$ cat config.mk
export PLATFORM = sky130hd
export DESIGN_NAME = mem_access_ctrl
export DESIGN_NICKNAME = d
export VERILOG_FILES = /design/src/rtl/mem_access_ctrl.sv
export SDC_FILE = /design/constraint.sdc
export NUM_CORES = 1
export LEC_CHECK = 0
export BUFFER_PORTS_ARGS = -buffer_cell sky130_fd_sc_hd__buf_4
export CORE_MARGIN = 2
export CORE_UTILIZATION = 55
export DETAILED_ROUTE_END_ITERATION = 12
export GPL_TIMING_DRIVEN = 0
export PLACE_DENSITY = 0.81
export SETUP_SLACK_MARGIN = 0.3
export SLEW_MARGIN = 25
export SYNTH_ARGS = -nofsm -noshare
export SYNTH_HDL_FRONTEND = slang
export SYNTH_SLANG_ARGS = --single-unit
$ cat constraint.sdc
create_clock -name clk -period 5.1 [get_ports clk]
set_input_delay 1.275 -clock clk [delete_from_list [all_inputs] [get_ports clk]]
set_output_delay 1.275 -clock clk [all_outputs]
set_load 0.01 [all_outputs]
$ cat src/rtl/mem_access_ctrl.sv
// mem_access_ctrl: byte-serial memory access controller that moves byte/halfword/word/doubleword
// items between a CPU-style MAR/MDR interface and an 8-bit wide byte array, big-endian.
//   clk       system clock, rising edge
//   clr       asynchronous active-low reset
//   MOV       memory operation valid; R_W 1 = read, 0 = write
//   DT        data type: 00 byte, 01 halfword, 10 word, 11 doubleword (two words)
//   address   byte base address; dataIn write data; dataOut read data (zero-extended)
//   MOC       memory operation complete (one-cycle pulse between doubleword halves)
//   memAddr/memWrData/memWE  registered byte-array write/address port; memRdData read data
//   err       misaligned-request flag, only live when MEMCTL_ALIGN_CHECK_EN is defined
module mem_access_ctrl (
    input  logic        clk,
    input  logic        clr,
    input  logic        MOV,
    input  logic        R_W,
    input  logic [1:0]  DT,
    input  logic [7:0]  address,
    input  logic [31:0] dataIn,
    output logic [31:0] dataOut,
    output logic        MOC,
    output logic [7:0]  memAddr,
    output logic [7:0]  memWrData,
    input  logic [7:0]  memRdData,
    output logic        memWE,
    output logic        err
);
    typedef enum logic [1:0] {IDLE, XFER, PULSE, DONE} state_t;
    state_t state, next;
    logic        rw, second, misaligned, last;
    logic [1:0]  dt, wsel, rsel;
    logic [2:0]  cnt, nbytes;
    logic [7:0]  base;
    logic [31:0] wdata;
    assign nbytes = dt == 2'b00 ? 3'd1 : dt == 2'b01 ? 3'd2 : 3'd4;
    // XFER runs one cycle longer than the byte count: cycle i issues byte i while the
    // read data of byte i-1 is captured, so the final cycle only captures.
    assign last = cnt == nbytes;
    // big-endian: byte i of an N-byte item sits at byte lane N-1-i
    assign wsel = 2'(nbytes - 3'd1 - cnt);
    assign rsel = 2'(nbytes - cnt);
    assign MOC = state == PULSE || state == DONE;
`ifdef MEMCTL_ALIGN_CHECK_EN
    assign misaligned = (DT == 2'b01 && address[0]) || (DT[1] && address[1:0] != 2'b00);
    always_ff @(posedge clk or negedge clr) begin
        if (!clr)
            err <= 1'b0;
        else if (state == IDLE && MOV)
            err <= misaligned;
        else if (state == DONE && !MOV)
            err <= 1'b0;
    end
`else
    assign misaligned = 1'b0;
    assign err = 1'b0;
`endif
    always_ff @(posedge clk or negedge clr) begin
        if (!clr)
            state <= IDLE;
        else
            state <= next;
    end
    always_comb begin
        next = state == IDLE  ? (MOV ? (misaligned ? DONE : XFER) : IDLE)
             : state == XFER  ? (last ? ((dt == 2'b11 && !second) ? PULSE : DONE) : XFER)
             : state == PULSE ? XFER
             : (MOV ? DONE : IDLE);
    end
    always_ff @(posedge clk or negedge clr) begin
        if (!clr) begin
            rw        <= 1'b0;
            dt        <= 2'b00;
            base      <= 8'h00;
            wdata     <= 32'h0;
            cnt       <= 3'd0;
            second    <= 1'b0;
            dataOut   <= 32'h0;
            memAddr   <= 8'h00;
            memWrData <= 8'h00;
            memWE     <= 1'b0;
        end else begin
            memWE <= 1'b0;
            if (state == IDLE && MOV) begin
                rw      <= R_W;
                dt      <= DT;
                base    <= address;
                wdata   <= dataIn;
                cnt     <= 3'd0;
                second  <= 1'b0;
                dataOut <= 32'h0;
            end
            if (state == XFER) begin
                cnt <= last ? 3'd0 : cnt + 3'd1;
                if (!last) begin
                    memAddr   <= base + 8'(cnt) + {5'b0, second, 2'b00};
                    memWrData <= wdata[{wsel, 3'b000} +: 8];
                    memWE     <= !rw;
                end
                if (rw && cnt != 3'd0)
                    dataOut[{rsel, 3'b000} +: 8] <= memRdData;
            end
            if (state == PULSE) begin
                second <= 1'b1;
                cnt    <= 3'd0;
                if (!rw)
                    wdata <= dataIn;
            end
        end
    end
endmodule

# Word level (Yosys, flattened, before mapping)
# Cells that the tools add are included.
# op_classes
addsub	7
n_eq_ne	6
shift	3
n_mux	24
bitwise_logic	1
n_reduce_logical	12
# ops
cell	count
two-way mux 32 bit	6
bitwise mux 32 bit	1
variable shift 8 x 7 -> 32 bit, first input constant	1
variable part select 32 x 6 -> 8 bit	1
variable part select 8 x 7 -> 32 bit	1
two-way mux 3 bit	6
adder 8 x 3 -> 8 bit	2
two-way mux 2 bit	5
negator 5 -> 7 bit	1
equality test 2 bit, second input constant	3
two-way mux 1 bit	6
nonzero test 3 bit	2
equality test 2 x 1 -> 1 bit, second input constant	2
zero test 2 bit	2
subtractor 2 bit	2
adder 3 x 1 -> 3 bit, second input constant	1
equality test 3 bit	1
logical AND 1 bit	3
zero test 1 bit	2
AND reduction 2 bit	1
nonzero test 2 bit	1
subtractor 2 x 1 -> 2 bit, second input constant	1
logical OR 1 bit	1
inverter 1 bit	1
# totals
register_bits	98

# Depth between registers and ports, before layout
# logic_depth
depth_word	9
ltp_mapped	12
depth_no_buf	8

# Least setup slack after synthesis
# OpenSTA, ideal clock, no wires.
# synth_timing
path_type	reg2reg
start	reg dt[1]
end	reg dataOut[10]
setup_time_ns	0.083
arrival_time_ns	2.502
path_slack_ns	2.516
path_stages_with_launch	13
n_path_buf	4
synth_period_minus_slack_ns	2.584
path_cell_list	dfrtp_1 > or2_2 > inv_1 > ha_1 > buf_4 > buf_2 > inv_1 > ha_1 > clkbuf_1 > nor2b_1 > buf_1 > nand2_1 > o21ai_0
# synth_between
elab_chain_len	9
elab_cells_between_ends	11
classes_between	add/sub (2); eq/ne (1); shift (2); mux (5); reduce/logical (1)
# synth_rtl
element	line	rtl
from (decl)	30	logic [1:0] dt, wsel, rsel;
from (signal assigned)	71	dt <= 2'b00;
from (signal assigned)	84	dt <= DT;
equality test 2 x 1 -> 1 bit	34	assign nbytes = dt == 2'b00 ? 3'd1 : dt == 2'b01 ? 3'd2 : 3'd4;
two-way mux 3 bit	34	
two-way mux 3 bit *	34	
subtractor 2 bit *	40	assign rsel = 2'(nbytes - cnt);
negator 5 -> 7 bit *	99	dataOut[{rsel, 3'b000} +: 8] <= memRdData;
variable part select 8 x 7 -> 32 bit / variable shift 8 x 7 -> 32 bit (equally long branches)	99	
bitwise mux 32 bit *	99	
two-way mux 32 bit *	98	if (rw && cnt != 3'd0)
two-way mux 32 bit *	91	if (state == XFER) begin
to (signal, indexed assignment)	99	
to (decl)	19	output logic [31:0] dataOut,
# Every way passes the cells marked *; elsewhere a longest branch is shown, timed or not.
# A chain may end at the register's enable or synchronous reset.

# Worst setup path in the final report
# layout_timing
start	reg dt[1]
end	reg dataOut[8]
# Same word-level chain as after synthesis.

==> run_results.csv <==
group,metric,value,unit
floorplanning,die_h,96.6,um
logic_synthesis,synthArstFlopShare,100,%
setup_path,worstPathRequired,5390,ps
logic_synthesis,synthXorXnorAreaFrac,1.96,%
logic_synthesis,yosysWarnings,0,
grt,grt_pass1_vias,3413,
sta,layout_min_cycle_time,3130,ps
power,peakVddDrop,0.000307,V
clock_network,ctsHoldBuffers,0,
setup_path,worstSetupPathType,"flop to flop",
setup_path,r2r_end,"dataOut[8]",
detailed_routing,vias,3310,
grt,overflow,0,
clock_network,cts.sinks,98,
logic_synthesis,yosys.area_share.simple,9.59,%
setup_path,regToRegStartpoint,"dt[1]",
logic_synthesis,synth_top_family_by_area,"multiplexers",
logic_synthesis,synth_edf_count,0,
flow_run,maxCapViolations,0,
final_layout,fin_nets,574,
final_layout,diodes,0,
power,leakage,2.81,nW
logic_synthesis,synth_compound_area_share,4.81,%
sta,fmax,319,MHz
final_layout,fin_area,5820,um^2
logic_synthesis,synthMuxAreaShare,23.1,%
power,power_density,725,nW/um^2
placement,post-place-ws,2000,ps
sta,tns,0,ps
grt,grt_usage,23.7,%
logic_synthesis,synth_area_leader_cell,"dfrtp_1",
final_layout,nFillCells,594,
detailed_routing,wirelength,10200,um
logic_synthesis,syn_area,4710,um^2
logic_synthesis,seq_area_frac_synth,52.0,%
clock_network,htreeDepth,3,
setup_path,ff2ff_setup_slack,1970,ps
placement,dpl_cell_area,5620,um^2
clock_network,clock_latency,370,ps
placement,place_hpwl,7370,um
final_layout,fin_util,70.4,%
detailed_routing,drt-pass1-iter-count,4,
clock_network,path_clk_slew,90,ps
detailed_routing,drc,0,
grt,grt_max_degree,99,
floorplanning,std_cell_rows,33,
clock_network,ctsResizeCount,0,
grt,antenna_found_initial,0,
sta,tightest_slew,868,ps
sta,fin_crit_sh,61.4,%
grt,grt_pass1_wl,16700,um
floorplanning,design.core.area,8260,um^2
floorplanning,floorplan.initialDensity,57.1,%
final_layout,area_growth,23.4,%
detailed_routing,drtAntennaViolNets,0,
sta,rsz0062_at_grt,"false",
logic_synthesis,synth_adder_area_share,4.83,%
logic_synthesis,synthesis.instances,389,
logic_synthesis,ys_ff_latch,98,
logic_synthesis,synthTopCellsByCount,"98 x dfrtp_1, 51 x mux2_2, 47 x nand2_1, 41 x mux2i_1",
setup_path,start_kind,"flop",
setup_path,crit_start,"dt[1]",
sta,final-hold-violation-count,0,
floorplanning,ios,105,
logic_synthesis,synthFlopType,"dfrtp_1",
final_layout,drive_above_1_share,37.8,%
sta,setup_viol,0,
sta,slew_headroom,42.1,%
placement,port_buffers,103,
placement,gp_congestion,0.817,
sta,drv_slew,0,
floorplanning,dieArea,9320,um^2
setup_path,crit_fanout,10,
detailed_routing,wl_per_cell,16.6,um
detailed_routing,first_iter_violations,138,
power,total_power,4.22,mW
setup_path,rr_worst_depth,12,
setup_path,crit_end,"dataOut[8]",
hold_path,hold_path_startpoint,"wdata[10]",
sta,worst_slack,1970,ps
setup_path,critPathArrivalTime,3420,ps
logic_synthesis,synth_area_leaders,"dfrtp_1 52%, mux2_2 12%, mux2i_1 8.7%, ha_1 4.0%, nand2_1 3.7%",
logic_synthesis,synth_cell_type_count,40,
status,status,"completed",
setup_path,crit_path_end_kind,"flop",
clock_network,clockBufferDepth,2,
hold_path,min_path_type,"flop to flop",
floorplanning,die_x,96.6,um
clock_network,cts_setup_buffers,0,
clock_network,cts-root-buf,"clkbuf_8",
clock_network,cts_tree,"built",
logic_synthesis,synth_nets,460,
logic_synthesis,syn_avg_cell_area,12.1,um^2
logic_synthesis,synth_most_common_cell,"dfrtp_1",
logic_synthesis,synth.top_cell.area_share,52.0,%
clock_network,cts_buffers,9,
sta,fin_skew,11.3,ps
detailed_routing,routed_via_density,5.40,
state kept, by name, indices dropped and copies added, names as in the netlist:
signal,flops
second,1
base,8
wdata,32
state,2
cnt,3
memWrData,8
dt,2
rw,1
memAddr,8
memWE,1
dataOut,32
cell families after synthesis:
logic type | after synthesis
buffers and inverters | 38
adder cells (fa/ha/maj) | 17
AND/OR/NAND/NOR | 95
AO/OA/AOI/OAI | 32
XOR/XNOR | 9
multiplexers | 99
flip-flops | 98
other | 1
report_power, final:
| part | switching (mW) | internal (mW) |
|---|---|---|
| sequential | 0.246 | 1.16 |
| combinational | 1.11 | 1.20 |
| clock | 0.275 | 0.232 |
metal layers:
layer	wire [um]	vias up	track usage, %	share of wire [%]
met5	0	-	0	0
met4	133	0	7.98	1.3
met3	671	9	5.35	6.6
met2	5180	95	39.5	51
met1	4190	1650	31.0	41
li1	-	1556	-	-
worst min-delay path by stage:
stage | endpoint | slack [ps] | cells after the start
2_1_floorplan | second | 470 | 2
3_3_place_gp | wdata[5] | 490 | 1
3_5_place_dp | wdata[10] | 500 | 1
4_1_cts | wdata[10] | 520 | 1
5_1_grt | wdata[21] | 530 | 1
6_report | wdata[10] | 510 | 1
layout by cell type (no fill, tap or decap), drive strengths merged, types with 2 or more instances in the layout:
cell,instances
nor2,9
fa,2
nand2b,8
o21ai,20
clkbuf,19
nand3,20
ha,15
dfrtp,98
mux2i,41
a21oi,2
o2111ai,4
nand2,48
xnor2,6
buf,113
inv,21
nor2b,2
mux2,58
xor2,2
clkinv,3
or2,2
area by class of cell:
| cell class | instances | area, um^2 | area share (%) |
|---|---|---|---|
| multi-input combinational | 253 | 2090 | 36.0 |
| buffer | 18 | 92.6 | 1.59 |
| sequential | 98 | 2450 | 42.2 |
| clock inverter | 5 | 63.8 | 1.10 |
| tap | 105 | 131 | 2.26 |
| clock buffer | 11 | 131 | 2.26 |
| timing repair buffer | 103 | 777 | 13.4 |
| inverter | 20 | 75.1 | 1.29 |
worst max-delay path, cell delays in order, from the launching register on:
cell      delay [ps]
dfrtp_1          460
or2_2            330
inv_1             70
ha_1             200
buf_4            250
buf_2            350
inv_1            120
ha_1             290
clkbuf_1         270
nor2b_1          180
buf_1            280
nand2_1           90
o21ai_0          160
per-stage QoR:
stage / instances / hold slack, ps
floorplan: 389 / 469
global placement: 597 / 489
detailed placement: 597 / 496
CTS: 613 / 517
global route: 613 / 528
finish: 613 / 509
No activity file was read; power rests on OpenSTA's default activity.
